**src/rtl/nibble_adder_pkg.sv**
```systemverilog
// Shared types and constants for the nibble-serial adder: the FSM state
// encoding and the width of the shared adder slice.
package nibble_adder_pkg;

  localparam int NIB_W = 4;

  typedef enum logic [1:0] {
    IDLE = 2'd0,
    RUN  = 2'd1,
    DONE = 2'd2
  } sadd_state_t;

endpackage : nibble_adder_pkg

```
**src/rtl/nibble_adder.sv**
```systemverilog
// Combinational 4-bit ripple-carry adder slice, time-shared by the
// nibble-serial controller for every nibble of a wide addition.
module nibble_adder
  import nibble_adder_pkg::*;
(
  input  logic [NIB_W-1:0] a_i,
  input  logic [NIB_W-1:0] b_i,
  input  logic             cin_i,
  output logic [NIB_W-1:0] sum_o,
  output logic             cout_o
);

  logic [NIB_W:0] carry;

  always_comb begin
    carry[0] = cin_i;
    sum_o    = '0;
    for (int i = 0; i < NIB_W; i++) begin
      sum_o[i]     = a_i[i] ^ b_i[i] ^ carry[i];
      carry[i + 1] = (a_i[i] & b_i[i]) | (carry[i] & (a_i[i] ^ b_i[i]));
    end
    cout_o = carry[NIB_W];
  end

endmodule : nibble_adder

```
**src/rtl/nibble_serial_adder_ctrl.sv**
```systemverilog
// WIDTH-bit adder built from one shared 4-bit slice, processing one nibble per
// clock from LSB to MSB with the inter-nibble carry held in a register.
module nibble_serial_adder_ctrl
  import nibble_adder_pkg::*;
#(
  parameter int WIDTH = 16
) (
  input  logic             clk,
  input  logic             rst_n,
  input  logic             start,
  input  logic [WIDTH-1:0] a,
  input  logic [WIDTH-1:0] b,
  input  logic             cin,
  output logic             ready,
  output logic             busy,
  output logic             done,
  output logic [WIDTH-1:0] sum,
  output logic             cout
);

  localparam int NIBBLES = WIDTH / NIB_W;
  localparam int CNT_W   = ($clog2(NIBBLES) > 1) ? $clog2(NIBBLES) : 1;

  if (((WIDTH % NIB_W) != 0) || (WIDTH < NIB_W)) begin : g_bad_width
    $error("nibble_serial_adder_ctrl: WIDTH must be a multiple of 4 and >= 4");
  end

  sadd_state_t      state_q;
  logic [CNT_W-1:0] cnt_q;
  logic [WIDTH-1:0] a_sh_q;
  logic [WIDTH-1:0] b_sh_q;
  logic             carry_q;
  logic [WIDTH-1:0] sum_q;
  logic [WIDTH-1:0] sum_d;
  logic             cout_q;
  logic             ready_q;
  logic             busy_q;
  logic             done_q;

  logic [NIB_W-1:0] nib_sum;
  logic             nib_cout;
  logic             last_nib;

  nibble_adder u_slice (
    .a_i    (a_sh_q[NIB_W-1:0]),
    .b_i    (b_sh_q[NIB_W-1:0]),
    .cin_i  (carry_q),
    .sum_o  (nib_sum),
    .cout_o (nib_cout)
  );

  assign last_nib = (cnt_q == CNT_W'(NIBBLES - 1));

  // Each slice result enters at the MSB end, so after NIBBLES passes the
  // first (least significant) nibble has reached bit 0.
  always_comb begin
    sum_d                    = sum_q >> NIB_W;
    sum_d[WIDTH-1 -: NIB_W]  = nib_sum;
  end

  // NOTE: every register here is assigned with <= so all of them update from
  // the same pre-edge values; a blocking = would let later lines see new state.
  always_ff @(posedge clk) begin
    if (!rst_n) begin
      state_q <= IDLE;
      cnt_q   <= '0;
      a_sh_q  <= '0;
      b_sh_q  <= '0;
      carry_q <= 1'b0;
      sum_q   <= '0;
      cout_q  <= 1'b0;
      ready_q <= 1'b1;
      busy_q  <= 1'b0;
      done_q  <= 1'b0;
    end else begin
      done_q <= 1'b0;
      unique case (state_q)
        IDLE, DONE: begin
          if (start) begin
            a_sh_q  <= a;
            b_sh_q  <= b;
            carry_q <= cin;
            cnt_q   <= '0;
            state_q <= RUN;
            ready_q <= 1'b0;
            busy_q  <= 1'b1;
          end else begin
            state_q <= IDLE;
            ready_q <= 1'b1;
            busy_q  <= 1'b0;
          end
        end
        RUN: begin
          a_sh_q  <= a_sh_q >> NIB_W;
          b_sh_q  <= b_sh_q >> NIB_W;
          sum_q   <= sum_d;
          carry_q <= nib_cout;
          if (last_nib) begin
            // Counter is left at its final value; it reloads on the next accept.
            cout_q  <= nib_cout;
            state_q <= DONE;
            done_q  <= 1'b1;
            ready_q <= 1'b1;
            busy_q  <= 1'b0;
          end else begin
            cnt_q <= cnt_q + 1'b1;
          end
        end
        default: begin
          state_q <= IDLE;
          ready_q <= 1'b1;
          busy_q  <= 1'b0;
        end
      endcase
    end
  end

  assign ready = ready_q;
  assign busy  = busy_q;
  assign done  = done_q;
  assign sum   = sum_q;
  assign cout  = cout_q;

endmodule : nibble_serial_adder_ctrl

```
**config.mk**
```make
export PLATFORM = sky130hd
export DESIGN_NAME = nibble_serial_adder_ctrl
export DESIGN_NICKNAME = d
export VERILOG_FILES = /design/src/rtl/nibble_adder_pkg.sv /design/src/rtl/nibble_adder.sv /design/src/rtl/nibble_serial_adder_ctrl.sv
export SDC_FILE = /design/constraint.sdc
export NUM_CORES = 1
export LEC_CHECK = 0
export ABC_AREA = 1
export CAP_MARGIN = 20
export CELL_PAD_IN_SITES_DETAIL_PLACEMENT = 1
export CELL_PAD_IN_SITES_GLOBAL_PLACEMENT = 1
export CORE_ASPECT_RATIO = 0.8
export CORE_MARGIN = 8
export CORE_UTILIZATION = 26
export CTS_CLUSTER_SIZE = 8
export DETAILED_ROUTE_END_ITERATION = 8
export DONT_BUFFER_PORTS = 1
export PLACE_DENSITY = 0.61
export SLEW_MARGIN = 5
export SYNTH_ARGS = -nofsm -noshare
export SYNTH_HDL_FRONTEND = slang
export SYNTH_HIERARCHICAL = 1
export SYNTH_SLANG_ARGS = --single-unit
```
**constraint.sdc**
```tcl
create_clock -name clk -period 5.84 [get_ports clk]
set_input_delay 1.46 -clock clk [delete_from_list [all_inputs] [get_ports clk]]
set_output_delay 1.46 -clock clk [all_outputs]
set_load 0.01 [all_outputs]
```
Word level (Yosys, flattened, before mapping)
Index checks and enable logic that the tools add are counted.

operators by class
  add/sub/neg operators = 1
  equal/unequal tests = 6
  muxes and demuxes = 19
  bitwise logic cells = 20
  reductions and logical operators = 7

operators with widths
  cell                                                  count
  case mux 16 bit (2 select lines)                      2
  2-to-1 mux 16 bit                                     2
  AND 1 bit                                             8
  case mux 2 bit (2 select lines)                       2
  XOR 1 bit                                             8
  2-to-1 mux 1 bit                                      7
  2-to-1 mux 2 bit                                      3
  inequality test 2 bit (second input constant)         3
  case mux 1 bit (2 select lines)                       3
  AND reduction 2 bit                                   3
  equality test 2 bit (second input constant)           2
  OR 1 bit                                              4
  AND reduction 3 bit                                   1
  adder 2 x 1 -> 2 bit (second input constant)          1
  equality test 2 x 1 -> 1 bit (second input constant)  1
  logical NOT 2 bit                                     1
  nonzero test 2 bit                                    1
  OR reduction 2 bit                                    1

storage, ports and cells
  flip-flop bits (word level) = 57
  input bits = 36
  output and inout port bits = 20
  word-level logic and storage cells = 63

Longest topological paths before layout
Gate-level depths: netlist of the first run.

  depth in word-level cells = 10
  mapped depth = 12
  gate-level depth less buffers = 12

Cells and area by module
The synthesis of the first run kept the hierarchy.

modules (own cells, without submodules)
  module                    times used  cells each  area each (µm²)  seq. area each (µm²)
  nibble_serial_adder_ctrl  1           343         2,461.1          1,141.1
  nibble_adder              1           14          117.6            0.0

Least setup slack after synthesis of the first run
OpenSTA, ideal clock, no wires.

  kind = input -> register
  start = input port rst_n
  end = register a_sh_q[0]
  arrival time = 2,050 ps
  path slack = 3,726 ps
  cell stages on the path = 4
  buffers on the path = 2
  cells stage by stage = buf_2 -> buf_1 -> nand3_1 -> nor2_1

RTL lines
  item                    RTL line                        text
  start: declaration      nibble_serial_adder_ctrl.sv:9   input logic rst_n,
  end signal: assignment  nibble_serial_adder_ctrl.sv:94  a_sh_q <= a_sh_q >> NIB_W;
  end: declaration        nibble_serial_adder_ctrl.sv:30  logic [WIDTH-1:0] a_sh_q;

Final worst setup path of the first run
  start = input port start
  end = register b_sh_q[14]

between the ends
  cells in the longest elaborated chain, start to end = 2

RTL lines
  item                                    RTL line                        text
  start: declaration                      nibble_serial_adder_ctrl.sv:10  input logic start,
  inequality test 2 bit (no source line)  n/a
  AND reduction 2 bit (no source line)    n/a
  end signal: assignment                  nibble_serial_adder_ctrl.sv:95  b_sh_q <= b_sh_q >> NIB_W;
  end: declaration                        nibble_serial_adder_ctrl.sv:31  logic [WIDTH-1:0] b_sh_q;

No other way between the ends.
A chain may end at the register's enable or synchronous reset.

==> results of run 1 <==
-- cell type report --
cell class	instances	area, µm²
inverters	52	195
flip-flops and latches	57	1140
fillers	1184	6730
clock inverters	4	75.1
multi-input cells	227	1080
clock buffers	12	256
well taps	136	170
-- how the worst max path moves through the flow --
stage	to	slack (ps)	cells past startpoint
3_5_place_dp	b_sh_q[14]$_SDFFE_PN0P_	3210	4
5_1_grt	b_sh_q[15]$_SDFFE_PN0P_	3450	4
4_1_cts	b_sh_q[14]$_SDFFE_PN0P_	3560	4
3_3_place_gp	a_sh_q[12]$_SDFFE_PN0P_	3260	4
2_1_floorplan	a_sh_q[0]$_SDFFE_PN0P_	3730	4
6_report	b_sh_q[14]$_SDFFE_PN0P_	3570	4
-- placed cells by master, fill, tap and decap left out --
cell,instances
nor2_1,88
dfxtp_1,57
ha_1,1
clkbuf_1,1
clkbuf_16,9
bufinv_16,2
fa_1,4
a21oi_2,1
inv_2,2
a21oi_1,12
o21ai_0,12
nand3_1,60
o21ai_1,4
nor2_8,1
nand2_4,2
inv_1,50
clkinvlp_4,2
nand3_2,1
nand2_1,41
clkbuf_8,2
-- metal layers --
metal  routed length, µm  vias to the layer above  GRT usage [%]  part of all wire [%]
met3                 695                       11           6.35                    10
met1                3080                      970           12.9                    45
met5                   0                        -              0                     0
met4                 127                        0           5.34                   1.9
li1                    -                     1075              -                     -
met2                2940                       48           16.5                    43
-- critical path: stages --
cell,delay (ps)
nand2_4,460
inv_1,310
nand2_1,130
a21oi_1,70
-- Yosys cell counts (all sizes together) --
cell    instances  area share [%]
nor2           89              14
nand3          61              12
dfxtp          57              44
inv            52             7.6
nand2          43             6.8
buf            19             6.1
o21ai          16             3.1
a21oi          13             2.7
fa              4             3.1
clkbuf          2            0.29
ha              1            0.49
-- per-stage QoR --
stage	std cells	power [mW]	area [µm²]
2_1_floorplan	357	0.575	2580
3_3_place_gp	472	0.587	2580
3_5_place_dp	472	0.592	2580
4_1_cts	488	1.18	2920
5_1_grt	488	1.23	2920
6_report	488	1.16	2920
-- power groups by stage --
stage	logic [mW]	registers [mW]	clock network, mW
2_1_floorplan	0.122	0.453	0
3_3_place_gp	0.128	0.459	0
3_5_place_dp	0.132	0.460	0
4_1_cts	0.134	0.452	0.599
5_1_grt	0.157	0.456	0.616
6_report	0.129	0.450	0.583
-- cell families (layout without fill, tap and decap cells) --
kind of cell	after synthesis	count (layout)	share of synthesized area, %
AND/OR/NAND/NOR	193	193	32.5
adder cells (fa/ha/maj)	5	5	3.59
flip-flops	57	57	44.3
AO/OA/AOI/OAI	29	29	5.77
buffers and inverters	73	68	13.9
-- state kept, by name, indices dropped and copies added, names as in the netlist --
signal and count:
carry_q 1, ready 1, b_sh_q 16, a_sh_q 16
state_q 2, cnt_q 2, busy 1, done 1
sum 16, cout 1
==> flow_metrics.env, run 1 <==
export IMPL_grt_start_max_net_pins=65
export IMPL_number_of_routed_nets_with_antenna_violations=0
export IMPL_final_max_slew_viol_count=0
export IMPL_io_pins=56
export IMPL_cts_htree_levels=3
export IMPL_die_width_um=127
export IMPL_power_frac_seq_pct=38.8
export IMPL_synth_net_count=398
export IMPL_worstRegToRegCells=10
export IMPL_critical_path_startpoint_type="input pin"
export IMPL_drc=0
export IMPL_core_region_area_mm2=0.00965
export IMPL_vias_per_cell=4.31
export IMPL_area_growth_syn_to_layout_pct=13.1
export IMPL_switching_share_pct=25.5
export IMPL_tritoncts="done"
export IMPL_number_of_nets_in_the_layout=388
export IMPL_ffs_latches_synth=57
export IMPL_cts_inserted_buffers=9
export IMPL_port_buffers=0
export IMPL_crit_path_arrival_time_ps=2470
export IMPL_floorplan_initialDensity_pct=26.7
export IMPL_track_usage_pct=11.2
export IMPL_drt_first_iter_violations=107
export IMPL_grt_pass1_wl_um=11500
export IMPL_clock_network_fraction_of_design_power_pct=50.1
export IMPL_gr_total_overflow=0
export IMPL_proportion_of_power_drawn_by_combinational_gates_pct=11.1
export IMPL_yosysWarnings=6
export IMPL_final_setup_skew_ps=2.26
export IMPL_post_route_clock_period_utilization_pct=38.9
export IMPL_timing_hold_worst_endpoint="a_sh_q[12]$_SDFFE_PN0P_"
export IMPL_finalSetupTns_ps=0
export IMPL_wl_um=6840
export IMPL_clock_tree_root_cell="clkbuf_16"
export IMPL_worstSetupStartpoint="start"
export IMPL_hold_viol_final=0
export IMPL_routabilityCongestion=0.687
export IMPL_ff2ff_setup_slack_ps=3680
export IMPL_power_leakage_nw=1.25
export IMPL_mappedNetlistArea_mm2=0.00258
export IMPL_post_synth_inst_count=357
export IMPL_setup_viol_count_final=0
export IMPL_insertedDiodeCount=0
export IMPL_endpoint_kind="flop"
export IMPL_crit_type="in -> reg"
export IMPL_post_cts_buffers=0
export IMPL_clk_latency_ps=330
export IMPL_place_hpwl_um=4460
export IMPL_fp_row_count=32
export IMPL_fp_dieArea_mm2=0.0134
export IMPL_status="finished, final reports clean"
export IMPL_min_period_ps=2270
export IMPL_drt_pass1_iter_count=4
export IMPL_worst_ir_drop_on_vdd_mv=0.135
export IMPL_fin_hold_ws_ps=482
export IMPL_postLayoutSetupSlackWorst_ps=3570
export IMPL_synth_lib_cells_used_distinct=20
export IMPL_dpl_worst_slack_ps=3210
export IMPL_wl_per_cell_um=14.0
export IMPL_max_freq_mhz=440
export IMPL_ctsResizeCount=0
export IMPL_p_switching_uw=296
export IMPL_cts_hold_buf=0
export IMPL_floorplan_die_height_um=105
export IMPL_critPathMaxFanout=64
export IMPL_rr_endpoint="sum[15]$_SDFFE_PN0P_"
export IMPL_finish_utilization_pct=30.2
export IMPL_first_global_vias=2259
export IMPL_maxCapViolCount=0
export IMPL_worst_r2r_start="a_sh_q[0]$_SDFFE_PN0P_"
export IMPL_grt_setup_unrepaired="false"
export IMPL_clk_pin_slew_ps=50
export IMPL_hp_start="a_sh_q[12]$_SDFFE_PN0P_"
export IMPL_clockBufferDepth=2
export IMPL_synth_avg_cell_area_um2=7.22
export IMPL_power_density_mw_per_mm2=399
export IMPL_via_count=2104
export IMPL_hold_depth=2
export IMPL_required_ps=6030
export IMPL_synth_sequential_area_ratio_pct=44.3
export IMPL_antenna_found_initial=0
export IMPL_drive_gt1_share_pct=6.25
export IMPL_slew_headroom_pct=56.3
export IMPL_tritoncts_num_sinks=57
export IMPL_power_report_internal_total_uw=866
export IMPL_worstMarginPinSlew_ps=655
export IMPL_hold_crit_class="reg -> reg"
No activity file was read; power rests on OpenSTA's default activity.
==> run 2, diff against run 1 <==
- PLACE_DENSITY: 0.61 -> 0.63
- clock period: 5.84 -> 2.04 ns (I/O delays scaled with it)
==> run 2 against run 1 <==
The flow now finishes with violations (setup timing). Worst hold slack lost 170 ps. Combinational power increased to 3.0 times the previous value. Sequential share of layout area is 0.57 points lower. Via count fell by 0.33%. Global-route usage is 0.35 points lower. Critical path type is now reg -> reg. Total power grew to 2.9 times the previous value. Largest cell class unchanged. Final cell count up 0.82%. First-iteration DRC count down 21%. Critical endpoint is now sum[15]$_SDFFE_PN0P_. Flip-flop and latch count did not move. Highest routed layer unchanged. Critical path depth increased by 6. Setup slack worse by 3600 ps.
==> flow_metrics.env, run 2 (synthesis results as in run 1) <==
export IMPL_die_width_um=127
export IMPL_post_route_clock_period_utilization_pct=100
export IMPL_track_usage_pct=10.9
export IMPL_postLayoutSetupSlackWorst_ps=-5.09
export IMPL_post_cts_buffers=0
export IMPL_grt_setup_unrepaired="true"
export IMPL_crit_chain="fa_2, inv_2, fa_2, inv_2, fa_2, inv_2, fa_1, inv_1, o21ai_1, nor2_1"
export IMPL_floorplan_die_height_um=105
export IMPL_hold_crit_class="in -> reg"
export IMPL_slew_headroom_pct=62.6
export IMPL_vias_per_cell=4.26
export IMPL_clk_latency_ps=330
export IMPL_failed_checks="setup timing"
export IMPL_drt_pass1_iter_count=4
export IMPL_drt_first_iter_violations=84
export IMPL_drc=0
export IMPL_worstMarginPinSlew_ps=562
export IMPL_maxCapViolCount=0
export IMPL_min_period_ps=2050
export IMPL_tritoncts="done"
export IMPL_tritoncts_num_sinks=57
export IMPL_finalSetupTns_ps=-5.09
export IMPL_fp_row_count=32
export IMPL_post_detailed_placement_cell_area_mm2=0.00263
export IMPL_insertedDiodeCount=0
export IMPL_final_cell_mix="nor2_1 (88), nand3_1 (60), dfxtp_1 (54), inv_1 (46), nand2_1 (41)"
export IMPL_number_of_nets_in_the_layout=392
export IMPL_number_of_routed_nets_with_antenna_violations=0
export IMPL_via_count=2097
export IMPL_first_global_vias=2295
export IMPL_crit_path_arrival_time_ps=2310
export IMPL_wl_um=6670
export IMPL_power_leakage_nw=1.27
export IMPL_place_hpwl_um=4500
export IMPL_max_stage_delay_ps=400
export IMPL_clockBufferDepth=2
export IMPL_final_setup_skew_ps=6.22
export IMPL_critical_path_startpoint_type="flop"
export IMPL_critPathMaxFanout=2
export IMPL_cts_hold_buf=0
export IMPL_crit_type="reg -> reg"
export IMPL_cts_inserted_buffers=9
export IMPL_clock_tree_root_cell="clkbuf_16"
export IMPL_core_region_area_mm2=0.00965
export IMPL_max_freq_mhz=489
export IMPL_status="finished with violations"
export IMPL_power_density_mw_per_mm2=1130
export IMPL_filler_cell_count=1175
export IMPL_multiInputGateArea_mm2=0.00109
export IMPL_routabilityCongestion=0.674
export IMPL_required_ps=2310
export IMPL_io_pins=56
export IMPL_reg_area_mm2=0.00114
export IMPL_grt_start_max_net_pins=52
export IMPL_setup_viol_count_final=1
export IMPL_final_max_slew_viol_count=0
export IMPL_grt_pass1_wl_um=11400
export IMPL_antenna_found_initial=0
export IMPL_clk_pin_slew_ps=50
export IMPL_port_buffers=0
export IMPL_floorplan_initialDensity_pct=26.7
export IMPL_post_route_cell_area_mm2=0.00297
export IMPL_worst_ir_drop_on_vdd_mv=0.367
export IMPL_endpoint_kind="flop"
export IMPL_crit_path_top_delay_cell="fa_1"
export IMPL_final_common_cell="nor2_1"
export IMPL_drive_gt1_share_pct=10.4
export IMPL_hold_viol_final=0
export IMPL_wl_per_cell_um=13.6
export IMPL_fp_dieArea_mm2=0.0134
export IMPL_cts_htree_levels=3
export IMPL_gr_total_overflow=0
export IMPL_area_growth_syn_to_layout_pct=15.1
## run 2: layout make-up
class,count,share of cell area [%]
multi-input combinational,227,36.6
tap,136,5.73
inverter,52,6.57
sequential,57,38.6
clock buffer,11,8.51
clock inverter,5,2.61
timing repair buffer,4,1.43
## run 2: worst paths after layout
| check | from | to | slack (ps) | cells after the start |
|---|---|---|---|---|
| min | rst_n | cnt_q[1]$_SDFFE_PN0P_ | 310 | 2 |
| min reg2reg | b_sh_q[12]$_SDFFE_PN0P_ | b_sh_q[12]$_SDFFE_PN0P_ | 480 | 2 |
| max | a_sh_q[0]$_SDFFE_PN0P_ | sum[15]$_SDFFE_PN0P_ | -5 | 10 |
| max reg2reg | a_sh_q[0]$_SDFFE_PN0P_ | sum[15]$_SDFFE_PN0P_ | -5 | 10 |
## run 2: layer usage
layer  track usage [%]  share of wire [%]
met3              6.35                 10
met5                 0                  0
met4              4.83                1.8
met1              12.2                 46
met2              16.3                 42
## run 2: repair_timing
item / CTS / global route
setup endpoints to repair: 2 / 3
pin swaps: 6 / 5
resized for setup: 11 / 0
## run 2: through the flow
step	std cells	utilization (%)	hold slack (ps)	total power [mW]	setup WS (ps)
4_1_cts	492	30.8	295	3.40	-92.6
5_1_grt	492	30.8	303	3.52	-82.0
3_5_place_dp	476	27.2	475	1.71	-128
6_report	492	30.8	314	3.34	-5.09
3_3_place_gp	476	27.2	470	1.70	-60.0
2_1_floorplan	357	-	457	1.65	12.6
## run 2: power by group
| part | internal, mW | switching, mW | leakage [nW] |
|---|---|---|---|
| Sequential | 1.22 | 0.0736 | 0.471 |
| Clock | 1.13 | 0.531 | 0.162 |
| Combinational | 0.143 | 0.248 | 0.639 |
## run 2: worst max-delay path, delay by kind of cell (launching register included)
kind,cells,cell delay [ps]
AOI/OAI and AO/OA,1,50
adders and majority gates,4,1300
and+or+nand+nor,1,90
buffers and inverters,4,230
DFF,1,330
==> run 3, diff against run 2 <==
==> constraint.sdc (replaced) <==
create_clock -name clk -period 2.04 [get_ports clk]
set_input_delay 0.408 -clock clk [delete_from_list [all_inputs] [get_ports clk]]
set_output_delay 0.408 -clock clk [all_outputs]
set_load 0.01 [all_outputs]
==> run 3 against run 2 <==
The run now ends clean. Final cell count is 0.20% higher. Total power is 4.4% lower. Die area stayed put. Via count is 2.1% higher. Maximum frequency is 0.67% higher. Routed wire length is 3.1% higher. Critical path depth stayed put. Global-route usage is 0.095 points lower.
==> flow_metrics.env, run 3 (synthesis results as in run 1) <==
export IMPL_crit_path_top_delay_cell="fa_1"
export IMPL_fp_row_count=32
export IMPL_status="finished, final reports clean"
export IMPL_hold_depth=2
export IMPL_clk_latency_ps=320
export IMPL_via_count=2142
export IMPL_track_usage_pct=10.8
export IMPL_grt_pass1_wl_um=11300
export IMPL_timing_hold_worst_endpoint="carry_q$_SDFFE_PN0P_"
export IMPL_final_cell_mix="nor2_1 (88), nand3_1 (60), dfxtp_1 (54), inv_1 (46), nand2_1 (41)"
export IMPL_wl_um=6880
export IMPL_final_cells=493
export IMPL_max_freq_mhz=492
export IMPL_crit_type="reg -> reg"
export IMPL_post_route_clock_period_utilization_pct=99.6
export IMPL_io_pins=56
export IMPL_first_global_vias=2260
export IMPL_rr_endpoint="sum[15]$_SDFFE_PN0P_"
export IMPL_fin_hold_ws_ps=214
export IMPL_clockBufferDepth=2
export IMPL_port_buffers=0
export IMPL_worstMarginPinSlew_ps=592
export IMPL_insertedDiodeCount=0
export IMPL_hold_crit_class="in -> reg"
export IMPL_hp_start="cin"
export IMPL_crit_path_arrival_time_ps=2300
export IMPL_endpoint_kind="flop"
export IMPL_final_setup_skew_ps=3.98
export IMPL_area_growth_syn_to_layout_pct=13.9
export IMPL_cts_inserted_buffers=9
export IMPL_drt_pass1_iter_count=4
export IMPL_gr_usage_met2_pct=16.5
export IMPL_place_hpwl_um=4510
export IMPL_routabilityCongestion=0.675
export IMPL_gr_total_overflow=0
export IMPL_hold_viol_final=0
export IMPL_globalRouteMet3Util_pct=6.40
export IMPL_power_leakage_nw=1.26
export IMPL_max_stage_delay_ps=400
export IMPL_tritoncts_num_sinks=57
export IMPL_postLayoutSetupSlackWorst_ps=8.44
export IMPL_worst_ir_drop_on_vdd_mv=0.335
export IMPL_grt_busiest_layer="met2"
export IMPL_crit_family="adder cells"
export IMPL_fp_dieArea_mm2=0.0134
export IMPL_worst_r2r_start="a_sh_q[0]$_SDFFE_PN0P_"
export IMPL_power_density_mw_per_mm2=1090
export IMPL_critPathMaxFanout=2
export IMPL_wl_per_cell_um=14.0
export IMPL_antenna_found_initial=0
export IMPL_maxCapViolCount=0
export IMPL_crit_chain="fa_2, inv_2, fa_2, inv_2, fa_2, inv_2, fa_1, inv_1, o21ai_1, nor2_1"
export IMPL_min_period_ps=2030
export IMPL_number_of_routed_nets_with_antenna_violations=0
export IMPL_final_max_slew_viol_count=0
export IMPL_drt_first_iter_violations=99
export IMPL_tritoncts="done"
export IMPL_clk_pin_slew_ps=50
export IMPL_drc=0
export IMPL_required_ps=2310
export IMPL_grt_start_max_net_pins=52
export IMPL_critical_path_startpoint_type="flop"
export IMPL_core_region_area_mm2=0.00965
export IMPL_grt_setup_unrepaired="true"
export IMPL_slew_headroom_pct=60.5
export IMPL_final_common_cell="nor2_1"
export IMPL_floorplan_initialDensity_pct=26.7
export IMPL_vias_per_cell=4.34
export IMPL_clock_tree_root_cell="clkbuf_16"
export IMPL_worstRegToRegCells=10
export IMPL_finish_utilization_pct=30.4
export IMPL_dpl_worst_slack_ps=-69.8
export IMPL_number_of_nets_in_the_layout=394
export IMPL_setup_viol_count_final=0
export IMPL_ff2ff_setup_slack_ps=8
export IMPL_place_inst=477
export IMPL_cts_htree_levels=3
export IMPL_groute_layer_met1_usage_pct=12.3
export IMPL_drive_gt1_share_pct=10.4
export IMPL_floorplan_die_height_um=105
export IMPL_cp_num_buf_inv=4
export IMPL_die_width_um=127
==> run 3: report_power, final <==
group          internal (mW)  total (mW)  switching (mW)
logic                  0.143       0.396           0.253
clock network           1.00        1.51           0.507
registers               1.22        1.29          0.0750
==> run 3: metal layers <==
metal | vias up | part of all wire [%]
li1 | 1090 | -
met1 | 997 | 45
met2 | 46 | 44
met3 | 9 | 9.4
met4 | 0 | 1.2
met5 | - | 0
==> run 3: worst max-delay path by stage <==
stage	start	end	depth (start not counted)
floorplan	a_sh_q[0]$_SDFFE_PN0P_	sum[15]$_SDFFE_PN0P_	10
global placement	a_sh_q[0]$_SDFFE_PN0P_	sum[15]$_SDFFE_PN0P_	10
detailed placement	a_sh_q[0]$_SDFFE_PN0P_	sum[15]$_SDFFE_PN0P_	10
CTS	carry_q$_SDFFE_PN0P_	sum[15]$_SDFFE_PN0P_	10
global route	b_sh_q[0]$_SDFFE_PN0P_	carry_q$_SDFFE_PN0P_	12
finish	a_sh_q[0]$_SDFFE_PN0P_	sum[15]$_SDFFE_PN0P_	10
==> run 3: repair_timing <==
action	CTS	global route
hold buffers	0	0
gates resized for setup	9	2
endpoints found under the setup margin	1	3
endpoints found under the hold margin	0	0
buffers inserted	1	0
pin swaps	3	3
==> run 3: metrics by stage <==
stage / setup TNS (ps) / total power, mW / instance area, µm²
2_1_floorplan: 0 / 1.65 / 2580
3_3_place_gp: -53.9 / 1.70 / 2620
3_5_place_dp: -69.8 / 1.71 / 2620
4_1_cts: -19.6 / 3.25 / 2940
5_1_grt: -145 / 3.37 / 2940
6_report: 0 / 3.20 / 2940
==> run 3: worst register-to-register path: cells and delay by family (launching register included) <==
| kind | cells | cell delay [ps] |
|---|---|---|
| AOI/OAI and AO/OA | 1 | 60 |
| adders and majority gates | 4 | 1280 |
| buffers and inverters | 4 | 220 |
| DFF | 1 | 330 |
| and+or+nand+nor | 1 | 90 |
==> run 3: final cells by class <==
| cell class | instances | area (µm²) |
|---|---|---|
| multi-input cells | 227 | 1090 |
| flip-flops and latches | 57 | 1140 |
| well taps | 136 | 170 |
| repair buffers | 6 | 45.0 |
| fillers | 1177 | 6710 |
| clock buffers | 12 | 256 |
| clock inverters | 3 | 40.0 |
| inverters | 52 | 195 |
